## src/rtl/conv_window_gen.sv

```systemverilog
// conv_window_gen
//   Streaming K_H x K_W sliding-window generator (stride 1, no padding).
//   Takes one pixel per cycle in raster order and emits every complete window
//   through a registered output stage under a valid/ready handshake.
//
//   Ports
//     clk, rst        rising-edge clock, synchronous active-high reset
//     clr             synchronous frame restart (counters and win_valid only)
//     pix_valid/ready input pixel handshake, pix_data pixel value
//     win_valid/ready output window handshake
//     conv_win        window, conv_win[r][c]; [0][0] is top-left (oldest)
//     win_row/win_col top-left position of the emitted window
//     win_last        (CONV_WIN_LAST_EN only) marks the final window of a frame
//
//   Configuration macro: CONV_WIN_LAST_EN adds the win_last output.
module conv_window_gen #(
    parameter int K_H        = 3,
    parameter int K_W        = 3,
    parameter int DATA_WIDTH = 9,
    parameter int IMG_W      = 28,
    parameter int IMG_H      = 28
) (
    input  logic                                       clk,
    input  logic                                       rst,
    input  logic                                       clr,
    input  logic                                       pix_valid,
    output logic                                       pix_ready,
    input  logic [DATA_WIDTH-1:0]                      pix_data,
    output logic                                       win_valid,
    input  logic                                       win_ready,
    output logic [K_H-1:0][K_W-1:0][DATA_WIDTH-1:0]    conv_win,
    output logic [$clog2(IMG_H)-1:0]                   win_row,
`ifdef CONV_WIN_LAST_EN
    output logic [$clog2(IMG_W)-1:0]                   win_col,
    output logic                                       win_last
`else
    output logic [$clog2(IMG_W)-1:0]                   win_col
`endif
);

    localparam int RW = $clog2(IMG_H);
    localparam int CW = $clog2(IMG_W);
    localparam int unsigned NLB = K_H - 1;

    typedef logic [DATA_WIDTH-1:0]                   pix_t;
    typedef logic [K_H-1:0][K_W-1:0][DATA_WIDTH-1:0] win_t;

    // lb_q[k] holds the row that is k+1 rows above the current row
    pix_t lb_q [NLB][IMG_W];
    pix_t lb_d [NLB][IMG_W];
    win_t sr_q, sr_d;
    pix_t col_vec [K_H];

    logic [RW-1:0] row_q, row_d;
    logic [CW-1:0] col_q, col_d;
    logic          win_valid_q, win_valid_d;
    win_t          conv_win_q, conv_win_d;
    logic [RW-1:0] win_row_q, win_row_d;
    logic [CW-1:0] win_col_q, win_col_d;
    logic          win_last_q, win_last_d;
    logic          accept;
    logic          win_pos;

    always_comb begin
        pix_ready = !clr && (!win_valid_q || win_ready);
        accept    = pix_valid && pix_ready;
        win_pos   = (row_q >= RW'(K_H - 1)) && (col_q >= CW'(K_W - 1));

        // Vertical column ending at the incoming pixel, top row first
        for (int unsigned r = 0; r < NLB; r++) begin
            col_vec[r] = lb_q[NLB-1-r][col_q];
        end
        col_vec[K_H-1] = pix_data;

        lb_d = lb_q;
        sr_d = sr_q;
        if (accept) begin
            lb_d[0][col_q] = pix_data;
            for (int unsigned k = 1; k < NLB; k++) begin
                lb_d[k][col_q] = lb_q[k-1][col_q];
            end
            for (int unsigned r = 0; r < K_H; r++) begin
                for (int unsigned c = 0; c < K_W - 1; c++) begin
                    sr_d[r][c] = sr_q[r][c+1];
                end
                sr_d[r][K_W-1] = col_vec[r];
            end
        end

        row_d = row_q;
        col_d = col_q;
        if (clr) begin
            row_d = '0;
            col_d = '0;
        end else if (accept) begin
            if (col_q == CW'(IMG_W - 1)) begin
                col_d = '0;
                row_d = (row_q == RW'(IMG_H - 1)) ? '0 : row_q + 1'b1;
            end else begin
                col_d = col_q + 1'b1;
            end
        end

        win_valid_d = win_valid_q && !win_ready && !clr;
        conv_win_d  = conv_win_q;
        win_row_d   = win_row_q;
        win_col_d   = win_col_q;
        win_last_d  = win_last_q;
        // Position test alone keeps row-straddling and stale previous-frame
        // shift/line-buffer contents from ever reaching the output.
        if (accept && win_pos) begin
            win_valid_d = 1'b1;
            conv_win_d  = sr_d;
            win_row_d   = row_q - RW'(K_H - 1);
            win_col_d   = col_q - CW'(K_W - 1);
            win_last_d  = (row_q == RW'(IMG_H - 1)) && (col_q == CW'(IMG_W - 1));
        end
    end

    always_ff @(posedge clk) begin
        if (rst) begin
            row_q       <= '0;
            col_q       <= '0;
            win_valid_q <= 1'b0;
            conv_win_q  <= '0;
            win_row_q   <= '0;
            win_col_q   <= '0;
            win_last_q  <= 1'b0;
        end else begin
            row_q       <= row_d;
            col_q       <= col_d;
            win_valid_q <= win_valid_d;
            conv_win_q  <= conv_win_d;
            win_row_q   <= win_row_d;
            win_col_q   <= win_col_d;
            win_last_q  <= win_last_d;
        end
    end

    // Data storage needs no reset: only windows fully inside the frame are emitted
    always_ff @(posedge clk) begin
        lb_q <= lb_d;
        sr_q <= sr_d;
    end

    assign win_valid = win_valid_q;
    assign conv_win  = conv_win_q;
    assign win_row   = win_row_q;
    assign win_col   = win_col_q;
`ifdef CONV_WIN_LAST_EN
    assign win_last  = win_last_q;
`else
    logic unused_last;
    assign unused_last = win_last_q;
`endif

endmodule

```

## config.mk

```make
export PLATFORM = sky130hd
export DESIGN_NAME = conv_window_gen
export DESIGN_NICKNAME = d
export VERILOG_FILES = /design/src/rtl/conv_window_gen.sv
export SDC_FILE = /design/constraint.sdc
export NUM_CORES = 1
export LEC_CHECK = 0
export CORE_MARGIN = 8
export CORE_UTILIZATION = 50
export CTS_BUF_LIST = sky130_fd_sc_hd__clkbuf_8
export DETAILED_ROUTE_END_ITERATION = 10
export PLACE_DENSITY = 0.66
export SYNTH_ARGS = -nofsm -noshare
export SYNTH_HDL_FRONTEND = slang
export SYNTH_SLANG_ARGS = --single-unit
```

## constraint.sdc

```tcl
create_clock -name clk -period 4.2 [get_ports clk]
set_clock_uncertainty 0.15 [all_clocks]
set_input_delay 0.84 -clock clk [delete_from_list [all_inputs] [get_ports clk]]
set_output_delay 0.84 -clock clk [all_outputs]
set_load 0.01 [all_outputs]
```

==> load_flow_metrics.sql, run 1 <==
INSERT INTO impl_metrics (metric_group, metric, value, unit) VALUES
('timing', 'final_report_max_slew_violation_count', '0', ''),
('yosys', 'mapped_cell_area', '25800', 'sq um'),
('yosys', 'synth_ff_type', 'sky130_fd_sc_hd__edfxtp_1', ''),
('global_routing', 'grt_max_degree', '62', ''),
('clock_network', 'cts.clk_slew.worst_paths', '0.06', 'ns'),
('setup_path', 'timing.critical_path.to', 'lb_q[199]', ''),
('setup_path', 'setup.worst_path.class', 'flop to flop', ''),
('drt', 'wl_met3', '3810', 'um'),
('placed_design', 'placement.setup.worst_slack', '0.880', 'ns'),
('setup_path', 'cp_num_cells', '7', ''),
('timing', 'timing.fmax', '315', 'MHz'),
('timing', 'relSlewSlack', '24.5', '%'),
('drt', 'ant_nets', '0', ''),
('timing', 'final_sum_of_negative_setup_slack', '0', 'ns'),
('yosys', 'synth.mux.area_fraction', '14.0', '%'),
('setup_path', 'r2r_startpoint', 'col_q[0]', ''),
('drt', 'routed_wire_length_per_instance', '24.1', 'um'),
('yosys', 'synth_fp_nets', '1570', ''),
('die', 'die_y', '243', 'um'),
('power_and_ir_drop', 'p_comb_share', '4.1', '%'),
('setup_path', 'timing.critical_path.from', 'col_q[0]', ''),
('clock_network', 'tritoncts', 'built', ''),
('die', 'core_area', '51200', 'sq um'),
('drt', 'route.top_layer_used', 'met4', ''),
('die', 'die-width', '243', 'um'),
('power_and_ir_drop', 'power_frac_clock', '39.9', '%'),
('timing', 'timing.final.setup_violations', '0', ''),
('final_layout', 'post_route_cells_drive_above_1_share', '23.5', '%'),
('die', 'rows', '83', ''),
('global_routing', 'grtUsageTotal', '20.3', '%'),
('placed_design', 'place.detailed.hpwl', '38500', 'um'),
('power_and_ir_drop', 'power.sequential.fraction', '56.0', '%'),
('clock_network', 'clockBufferDepth', '3', ''),
('yosys', 'synth_cells', '1546', ''),
('setup_path', 'r2r_cells', '7', ''),
('timing', 'final.min_clock_period', '3.17', 'ns'),
('clock_network', 'buffer_type_at_the_clock_tree_root', 'sky130_fd_sc_hd__clkbuf_8', ''),
('setup_path', 'critical_path.top_delay_family', 'buffers and inverters', ''),
('yosys', 'post_synth_xor_area_fraction', '0.169', '%'),
('setup_path', 'path_cells', 'buf_4 -> mux4_2 -> nand2_1 -> nand3_1 -> a21oi_1 -> inv_1 -> buf_4', ''),
('global_routing', 'grt_overflow_total', '0', ''),
('placed_design', 'gpl.final_weighted_congestion', '0.823', ''),
('drt', 'avgViaCountPerCell', '5.72', ''),
('setup_path', 'cell_with_the_biggest_individual_delay_on_the_critical_path', 'sky130_fd_sc_hd__dfxtp_4', ''),
('global_routing', 'antenna_found_initial', '1', ''),
('timing', 'transition_time_of_the_tightest_slew_check_pin', '1.13', 'ns'),
('clock_network', 'cts.sink_count', '687', ''),
('power_and_ir_drop', 'p_leak', '0.00980', 'uW'),
('drt', 'met2_wire_length', '29800', 'um'),
('setup_path', 'regToRegEndpoint', 'lb_q[199]', ''),
('flow_run', 'max_cap_viols', '0', ''),
('hold_path', 'hp-class', 'flop to flop', ''),
('die', 'ios', '107', ''),
('yosys', 'synth_simple_gate_area_share', '4.71', '%'),
('drt', 'num_vias', '14400', ''),
('yosys', 'postSynth.asyncResetShare', '0', '%'),
('setup_path', 'crit_required', '4.46', 'ns'),
('yosys', 'synth_compound_area_share', '5.62', '%'),
('timing', 'fin_crit_sh', '75.5', '%'),
('run_status', 'outcome', 'finished, final reports clean', ''),
('clock_network', 'cts_inserted_buffers', '105', ''),
('die', 'die_area', '59200', 'sq um'),
('yosys', 'syn_area_per_cell', '16.7', 'sq um'),
('power_and_ir_drop', 'internal-power', '10600', 'uW'),
('final_layout', 'design.final.nets', '1780', ''),
('hold_path', 'timing.hold.worst_path_depth', '2', ''),
('final_layout', 'synthToLayoutAreaGrowth', '16.6', '%'),
('setup_path', 'startpoint_type', 'flop', ''),
('clock_network', 'ctsResizeCount', '0', ''),
('power_and_ir_drop', 'switching_share', '21.7', '%'),
('clock_network', 'clk_latency', '0.71', 'ns');
## stage by stage
stage,hold WS [ns],power [uW],cell area [sq um],std cells,utilization (%)
floorplan,0.285,8060,25800,1546,-
global placement,0.292,8230,28100,2329,54.9
detailed placement,0.297,8270,28100,2329,54.9
CTS,0.304,13600,30100,2521,58.9
global route,0.324,14000,30100,2522,58.9
finish,0.302,13500,30100,2523,58.9
## layout make-up
type	count	area (sq um)
Timing Repair Buffer	195	1820
Inverter	19	71.3
Fill cell	3883	21100
Clock inverter	76	459
Multi-Input combinational cell	748	6530
Tap cell	680	851
Clock buffer	116	1600
Antenna cell	2	5.00
Sequential cell	687	18800
## routing by layer
metal	vias up	global-route usage, %
li1	6424	-
met1	7423	28.0
met2	506	32.7
met3	87	3.85
met4	0	5.75
met5	-	0
## worst min-delay path, stage by stage (launching register included)
cell and delay [ns]:
sky130_fd_sc_hd__dfxtp_1 0.30, sky130_fd_sc_hd__nand2_1 0.05, sky130_fd_sc_hd__a21oi_1 0.05
## cells by family (layout without fill, tap and decap cells)
logic type,after synthesis,count (layout)
AOI/OAI and AO/OA,222,222
xor gates and xnor gates,5,5
adders and majority gates,10,10
buffers and inverters,111,406
DFF,687,687
muxes,232,232
other,0,2
and+or+nand+nor,279,279
## power groups by stage
stage               Combinational (uW)  Sequential [uW]  Clock, uW
floorplan                          374             7680          0
global placement                   526             7700          0
detailed placement                 549             7720          0
CTS                                552             7580       5510
global route                       594             7590       5770
finish                             548             7570       5400
## worst min path at each step
| stage | slack [ns] | to | startpoint |
|---|---|---|---|
| global placement | 0.29 | conv_win[33] | conv_win[33] |
| floorplan | 0.28 | sr_q[18] | sr_q[18] |
| detailed placement | 0.30 | conv_win[3] | conv_win[3] |
| global route | 0.32 | conv_win[3] | conv_win[3] |
| CTS | 0.30 | conv_win[73] | conv_win[73] |
| finish | 0.30 | conv_win[34] | conv_win[34] |
## placed cells by master (no fill, tap or decap), types with 6 or more instances in the layout
cell,instances
sky130_fd_sc_hd__ha_1,10
sky130_fd_sc_hd__nor2b_1,14
sky130_fd_sc_hd__buf_12,8
sky130_fd_sc_hd__a22o_1,19
sky130_fd_sc_hd__o31ai_1,6
sky130_fd_sc_hd__dfxtp_1,180
sky130_fd_sc_hd__edfxtp_1,504
sky130_fd_sc_hd__a21oi_1,96
sky130_fd_sc_hd__inv_1,50
sky130_fd_sc_hd__nor3_1,6
sky130_fd_sc_hd__mux4_2,91
sky130_fd_sc_hd__mux2i_1,57
sky130_fd_sc_hd__nor2_1,48
sky130_fd_sc_hd__a211oi_1,12
sky130_fd_sc_hd__nor2_2,13
sky130_fd_sc_hd__clkdlybuf4s50_1,105
sky130_fd_sc_hd__clkinv_2,15
sky130_fd_sc_hd__o21a_1,8
sky130_fd_sc_hd__a31oi_1,8
sky130_fd_sc_hd__clkinv_1,21
sky130_fd_sc_hd__nand2_1,153
sky130_fd_sc_hd__nand3_1,16
sky130_fd_sc_hd__o22ai_1,6
sky130_fd_sc_hd__clkbuf_8,116
sky130_fd_sc_hd__a22oi_1,34
sky130_fd_sc_hd__mux2_2,80
sky130_fd_sc_hd__buf_4,81
## cell usage after synthesis, drive strengths merged, types with 6 or more instances
master	number	area, sq um
a22oi	34	255
a21oi	96	480
ha	10	125
mux2	81	916
buf	53	375
nand2	153	574
nor2b	14	87.6
o21ai	7	35.0
dfxtp	183	3660
a22o	19	166
edfxtp	504	15100
mux2i	57	571
a211oi	13	103
mux4	94	2130
nor2	61	229
o22ai	6	37.5
a31oi	8	50.1
clkbuf	39	146
inv	18	67.6
nor3	7	35.0
o21a	8	60.1
nand3	17	85.1
o31ai	6	45.0
## registers in the layout, indices dropped and copies added, names as in the netlist
signal / count
sr_q: 81
win_valid: 1
row_q: 5
win_col: 5
lb_q: 504
col_q: 5
win_row: 5
conv_win: 81
Note: power is estimated with default switching activity, not from simulation.
==> run 2, diff against run 1 <==
PLACE_DENSITY = 0.68   (was 0.66)
clock period = 2.55 ns   (was 4.2 ns; I/O delays follow)
==> load_flow_metrics.sql, run 2 (synthesized netlist as in run 1, its figures left out) <==
INSERT INTO impl_metrics (metric_group, metric, value, unit) VALUES
('run_status', 'outcome', 'finished, final reports clean', ''),
('setup_path', 'worstPathArrival', '2.82', 'ns'),
('timing', 'timing.fmax', '395', 'MHz'),
('setup_path', 'crit_path_end_kind', 'flop', ''),
('drt', 'first_iter_violations', '1308', ''),
('final_layout', 'final_common_cell', 'sky130_fd_sc_hd__edfxtp_1', ''),
('die', 'rows', '83', ''),
('hold_path', 'hp-class', 'input port to flop', ''),
('die', 'ios', '107', ''),
('setup_path', 'cp_slowest_stage_delay', '0.50', 'ns'),
('die', 'die_y', '243', 'um'),
('global_routing', 'grt_pass1_vias', '15000', ''),
('global_routing', 'grt_pass1_wl', '91700', 'um'),
('global_routing', 'grt_max_degree', '56', ''),
('timing', 'transition_time_of_the_tightest_slew_check_pin', '0.659', 'ns'),
('final_layout', 'synthToLayoutAreaGrowth', '21.9', '%'),
('final_layout', 'antenna_cells', '0', ''),
('final_layout', 'largest_register_ffs', '504', ''),
('setup_path', 'worst_path_maximum_fanout', '15', ''),
('placed_design', 'placement.cell_area', '29400', 'sq um'),
('drt', 'num_vias', '14800', ''),
('final_layout', 'layoutNonFillerInstCount', '2610', ''),
('final_layout', 'largest_register_by_flop_count', 'lb_q', ''),
('final_layout', 'final_util', '61.5', '%'),
('setup_path', 'crit_required', '2.84', 'ns'),
('die', 'core_area', '51200', 'sq um'),
('final_layout', 'post_route_cells_drive_above_1_share', '27.9', '%'),
('timing', 'final_report_max_slew_violation_count', '0', ''),
('timing', 'timing.final.setup_violations', '0', ''),
('timing', 'relSlewSlack', '55.9', '%'),
('final_layout', 'design.final.nets', '1882', ''),
('timing', 'grt_setup_unrepaired', 'true', ''),
('placed_design', 'placed_cells_incl_taps', '2422', ''),
('timing', 'report.final.hold_viol_count', '0', ''),
('die', 'initial_utilization', '50.5', '%'),
('drt', 'detail_route.drc_violations', '0', ''),
('final_layout', 'most-common-layout-cells', 'sky130_fd_sc_hd__edfxtp_1 (504), sky130_fd_sc_hd__dfxtp_1 (179), sky130_fd_sc_hd__nand2_1 (153)', ''),
('power_and_ir_drop', 'p_leak', '0.0104', 'uW'),
('die', 'die_area', '59200', 'sq um'),
('setup_path', 'cell_with_the_biggest_individual_delay_on_the_critical_path', 'sky130_fd_sc_hd__mux4_2', ''),
('clock_network', 'h-tree-depth', '3', ''),
('drt', 'ant_nets', '0', ''),
('placed_design', 'place.port_buffers', '106', ''),
('placed_design', 'gpl.final_weighted_congestion', '0.816', ''),
('clock_network', 'hold_buffers', '0', ''),
('setup_path', 'critical_path_most_common_cell', 'sky130_fd_sc_hd__buf_12', ''),
('setup_path', 'r2r_cells', '8', ''),
('power_and_ir_drop', 'irDropWorstVdd', '510', 'uV'),
('setup_path', 'startpoint_type', 'flop', ''),
('die', 'die-width', '243', 'um'),
('global_routing', 'grtUsageTotal', '20.2', '%'),
('clock_network', 'clockBufferDepth', '3', ''),
('clock_network', 'tritoncts', 'built', ''),
('placed_design', 'placement.setup.worst_slack', '-0.158', 'ns'),
('drt', 'detail_route.first_pass.iterations', '5', ''),
('drt', 'routed_wire_length_per_instance', '23.4', 'um'),
('clock_network', 'cts.clk_slew.worst_paths', '0.06', 'ns'),
('clock_network', 'clk_latency', '0.71', 'ns'),
('global_routing', 'grt_overflow_total', '0', ''),
('flow_run', 'max_cap_viols', '0', ''),
('setup_path', 'path_cells', 'buf_12 -> buf_6 -> mux4_2 -> a22o_4 -> a31oi_4 -> nand3_4 -> buf_12 -> clkbuf_16', ''),
('timing', 'fin_crit_sh', '99.3', '%'),
('clock_network', 'cts_inserted_buffers', '104', ''),
('setup_path', 'setup.worst_path.class', 'flop to flop', ''),
('power_and_ir_drop', 'power_density', '684', 'nW/um^2'),
('global_routing', 'antenna_found_initial', '0', ''),
('clock_network', 'buffer_type_at_the_clock_tree_root', 'sky130_fd_sc_hd__clkbuf_8', ''),
('placed_design', 'place.detailed.hpwl', '40500', 'um'),
('timing', 'final.min_clock_period', '2.53', 'ns'),
('hold_path', 'timing.hold.worst_path_depth', '3', ''),
('timing', 'timing.final.ws_setup', '0.0166', 'ns'),
('clock_network', 'cts.sink_count', '687', ''),
('drt', 'drt-total-wl', '61200', 'um'),
('drt', 'avgViaCountPerCell', '5.67', ''),
('final_layout', 'final_design_area_no_fill', '31500', 'sq um');
## run 2: worst paths after layout
kind	startpoint	to	slack, ns
max	col_q[0]	lb_q[86]	0.02
max reg2reg	col_q[0]	lb_q[86]	0.02
min	rst	win_col[4]	0.17
min reg2reg	conv_win[33]	conv_win[33]	0.30
## run 2: timing repair
item,in CTS,in global routing
pin swaps,0,6
gates cloned,0,2
setup buffers,2,6
endpoints found under the setup margin,115,73
gates resized for setup,6,27
## run 2: worst max-delay path: cells and delay by family, from the launching register on
| kind | cells | cell delay (ns) |
|---|---|---|
| compound gates | 2 | 0.46 |
| mux | 1 | 0.50 |
| simple gates | 1 | 0.13 |
| flops | 1 | 0.40 |
| buf+inv | 4 | 0.60 |
## run 2: final cells by class
| type | instances | area, sq um |
|---|---|---|
| clock buffer | 105 | 1450 |
| timing repair buffer | 298 | 3290 |
| clock inverter | 73 | 372 |
| inverter | 19 | 71.3 |
| fill | 3687 | 19700 |
| sequential | 687 | 18800 |
| multi-input combinational | 748 | 6670 |
| tap | 680 | 851 |
## run 2: metal layers
| metal | global-route usage [%] | up-vias | routed length, um |
|---|---|---|---|
| li1 | - | 6619 | - |
| met1 | 26.7 | 7629 | 25500 |
| met4 | 6.03 | 0 | 1400 |
| met3 | 4.20 | 108 | 3790 |
| met2 | 33.5 | 442 | 30400 |
| met5 | 0 | - | 0 |
## run 2: stage by stage
| stage | setup TNS, ns | total power (uW) | hold slack, ns |
|---|---|---|---|
| finish | 0 | 21500 | 0.174 |
| global route | -0.177 | 22300 | 0.162 |
| CTS | -0.00260 | 21700 | 0.140 |
| detailed placement | -7.51 | 13700 | 0.297 |
| global placement | -6.27 | 13600 | 0.294 |
| floorplan | -37.44 | 13300 | 0.285 |
## run 2: where the power goes
group	total, uW	switching [uW]	internal [uW]	leakage, uW
clock network	8040	4040	4000	0.00107
logic	1030	517	512	0.00333
registers	12500	129	12300	0.00604
total	21500	4680	16900	0.0104
==> run 3, diff against run 2 <==
CORE_UTILIZATION = 48   (was 50)
PLACE_DENSITY = 0.66   (was 0.68)
==> load_flow_metrics.sql, run 3 (synthesized netlist as in run 1, its figures left out) <==
INSERT INTO impl_metrics (metric_group, metric, value, unit) VALUES
('timing', 'timing.final.setup_violations', '0', ''),
('placed_design', 'placement.cell_area', '29400', 'sq um'),
('setup_path', 'startpoint_type', 'flop', ''),
('placed_design', 'place.detailed.hpwl', '41300', 'um'),
('placed_design', 'place.port_buffers', '106', ''),
('drt', 'num_vias', '14700', ''),
('hold_path', 'worst_hold_end', 'conv_win[30]', ''),
('global_routing', 'grtUsageTotal', '20.0', '%'),
('final_layout', 'largest_register_by_flop_count', 'lb_q', ''),
('power_and_ir_drop', 'p_switching', '4840', 'uW'),
('global_routing', 'grt_max_degree', '50', ''),
('setup_path', 'crit_required', '2.97', 'ns'),
('final_layout', 'largest_register_ffs', '504', ''),
('die', 'die_y', '248', 'um'),
('hold_path', 'timing.hold.worst.start', 'rst', ''),
('drt', 'ant_nets', '0', ''),
('timing', 'fin_crit_sh', '99.6', '%'),
('global_routing', 'antenna_found_initial', '1', ''),
('drt', 'avgViaCountPerCell', '5.53', ''),
('setup_path', 'worst_path_maximum_fanout', '30', ''),
('global_routing', 'grt_pass1_vias', '15200', ''),
('flow_run', 'max_cap_viols', '0', ''),
('final_layout', 'post_route_cells_drive_above_1_share', '29.8', '%'),
('hold_path', 'timing.hold.worst_path_depth', '2', ''),
('placed_design', 'placement.setup.worst_slack', '-0.100', 'ns'),
('placed_design', 'gpl.final_weighted_congestion', '0.855', ''),
('drt', 'detail_route.first_pass.iterations', '5', ''),
('setup_path', 'crit_path_end_kind', 'flop', ''),
('power_and_ir_drop', 'irDropWorstVdd', '391', 'uV'),
('die', 'ios', '107', ''),
('die', 'rows', '85', ''),
('setup_path', 'regToRegEndpoint', 'sr_q[51]', ''),
('setup_path', 'timing.reg2reg.setup_slack', '0.01', 'ns'),
('drt', 'routed_wire_length_per_instance', '23.1', 'um'),
('hold_path', 'hp-class', 'input port to flop', ''),
('die', 'initial_utilization', '48.3', '%'),
('timing', 'grt_setup_unrepaired', 'true', ''),
('drt', 'detail_route.drc_violations', '0', ''),
('clock_network', 'h-tree-depth', '3', ''),
('timing', 'final.min_clock_period', '2.54', 'ns'),
('final_layout', 'final_common_cell', 'sky130_fd_sc_hd__edfxtp_1', ''),
('power_and_ir_drop', 'p_comb_share', '4.6', '%'),
('clock_network', 'clk_latency', '0.70', 'ns'),
('timing', 'report.final.hold_viol_count', '0', ''),
('global_routing', 'grt_pass1_wl', '92300', 'um'),
('clock_network', 'cts_inserted_buffers', '106', ''),
('final_layout', 'final_design_area_no_fill', '31700', 'sq um'),
('setup_path', 'worstPathArrival', '2.96', 'ns'),
('final_layout', 'synthToLayoutAreaGrowth', '22.7', '%'),
('power_and_ir_drop', 'power_frac_clock', '40.2', '%'),
('clock_network', 'tritoncts', 'built', ''),
('die', 'core_area', '53500', 'sq um'),
('final_layout', 'design.final.nets', '1894', ''),
('timing', 'final_report_max_slew_violation_count', '0', ''),
('power_and_ir_drop', 'internal-power', '17700', 'uW'),
('power_and_ir_drop', 'switching_share', '21.5', '%'),
('drt', 'first_iter_violations', '1087', ''),
('clock_network', 'cts.clk_slew.worst_paths', '0.06', 'ns'),
('power_and_ir_drop', 'finalPower', '22600', 'uW'),
('timing', 'transition_time_of_the_tightest_slew_check_pin', '0.678', 'ns'),
('power_and_ir_drop', 'power_density', '712', 'nW/um^2'),
('setup_path', 'r2r_cells', '8', ''),
('timing', 'timing.final.ws_setup', '0.0112', 'ns'),
('final_layout', 'most-common-layout-cells', 'sky130_fd_sc_hd__edfxtp_1 (504), sky130_fd_sc_hd__dfxtp_1 (180), sky130_fd_sc_hd__nand2_1 (152)', ''),
('die', 'die-width', '248', 'um'),
('run_status', 'outcome', 'finished, final reports clean', ''),
('power_and_ir_drop', 'power.sequential.fraction', '55.2', '%'),
('clock_network', 'cts.sink_count', '687', ''),
('timing', 'relSlewSlack', '54.7', '%'),
('setup_path', 'setup.worst_path.class', 'flop to flop', ''),
('power_and_ir_drop', 'p_leak', '0.0106', 'uW'),
('global_routing', 'grt_overflow_total', '0', ''),
('setup_path', 'r2r_startpoint', 'col_q[0]', ''),
('drt', 'drt-total-wl', '61200', 'um'),
('clock_network', 'buffer_type_at_the_clock_tree_root', 'sky130_fd_sc_hd__clkbuf_8', ''),
('clock_network', 'clockBufferDepth', '3', ''),
('die', 'die_area', '61500', 'sq um'),
('timing', 'hold-worst-slack', '0.117', 'ns'),
('timing', 'timing.fmax', '394', 'MHz');
==> run 3: worst max-delay path by stage <==
stage	slack, ns	depth (start not counted)	end	from
after floorplan	-0.12	7	lb_q[100]	win_ready
after global placement	-0.07	6	lb_q[398]	pix_valid
after detailed placement	-0.10	7	conv_win[22]	col_q[0]
after CTS	0.02	8	sr_q[47]	col_q[0]
after global routing	-0.03	8	sr_q[47]	col_q[0]
final	0.01	8	sr_q[51]	col_q[0]
==> run 3: final cells by class <==
cell class | instances | area [sq um]
Fill cell | 3969 | 21800
Sequential cell | 687 | 18800
Multi-Input combinational cell | 748 | 6630
Timing Repair Buffer | 308 | 3160
Clock buffer | 129 | 1780
Tap cell | 696 | 871
Clock inverter | 68 | 380
Inverter | 19 | 71.3
Antenna cell | 1 | 2.50
==> run 3: metal layers <==
metal | track usage, % | share of wire, % | vias to the layer above
li1 | - | - | 6642
met1 | 26.4 | 42 | 7497
met2 | 33.1 | 49 | 452
met3 | 3.85 | 5.8 | 100
met4 | 7.42 | 2.5 | 0
met5 | 0 | 0 | -
==> run 3: power groups by stage <==
stage / clock network (uW) / registers, uW / logic (uW)
2_1_floorplan: 0 / 12600 / 620
3_3_place_gp: 0 / 12700 / 984
3_5_place_dp: 0 / 12700 / 1010
4_1_cts: 9260 / 12500 / 1030
5_1_grt: 9750 / 12500 / 1110
6_report: 9070 / 12500 / 1030
==> run 3: critical path, cell delays in order (launching register included) <==
cell,delay (ns)
sky130_fd_sc_hd__dfxtp_4,0.43
sky130_fd_sc_hd__buf_12,0.16
sky130_fd_sc_hd__buf_12,0.11
sky130_fd_sc_hd__mux4_2,0.49
sky130_fd_sc_hd__a22o_1,0.28
sky130_fd_sc_hd__a31oi_1,0.20
sky130_fd_sc_hd__nand3_2,0.13
sky130_fd_sc_hd__buf_12,0.18
sky130_fd_sc_hd__mux2_2,0.28
==> run 3: what timing repair did <==
item / CTS / global route
gates resized for setup: 7 / 17
pin swaps: 0 / 3
hold buffers: 0 / 0
setup endpoints to repair: 28 / 58
buffers inserted: 5 / 5
==> run 3: metrics by stage <==
step / TNS, ns / instances / utilization (%)
finish: 0 / 2656 / 59.3
global route: -0.0490 / 2656 / 59.3
CTS: 0 / 2650 / 59.0
detailed placement: -4.01 / 2448 / 54.9
global placement: -3.51 / 2448 / 54.9
floorplan: -37.44 / 1546 / -
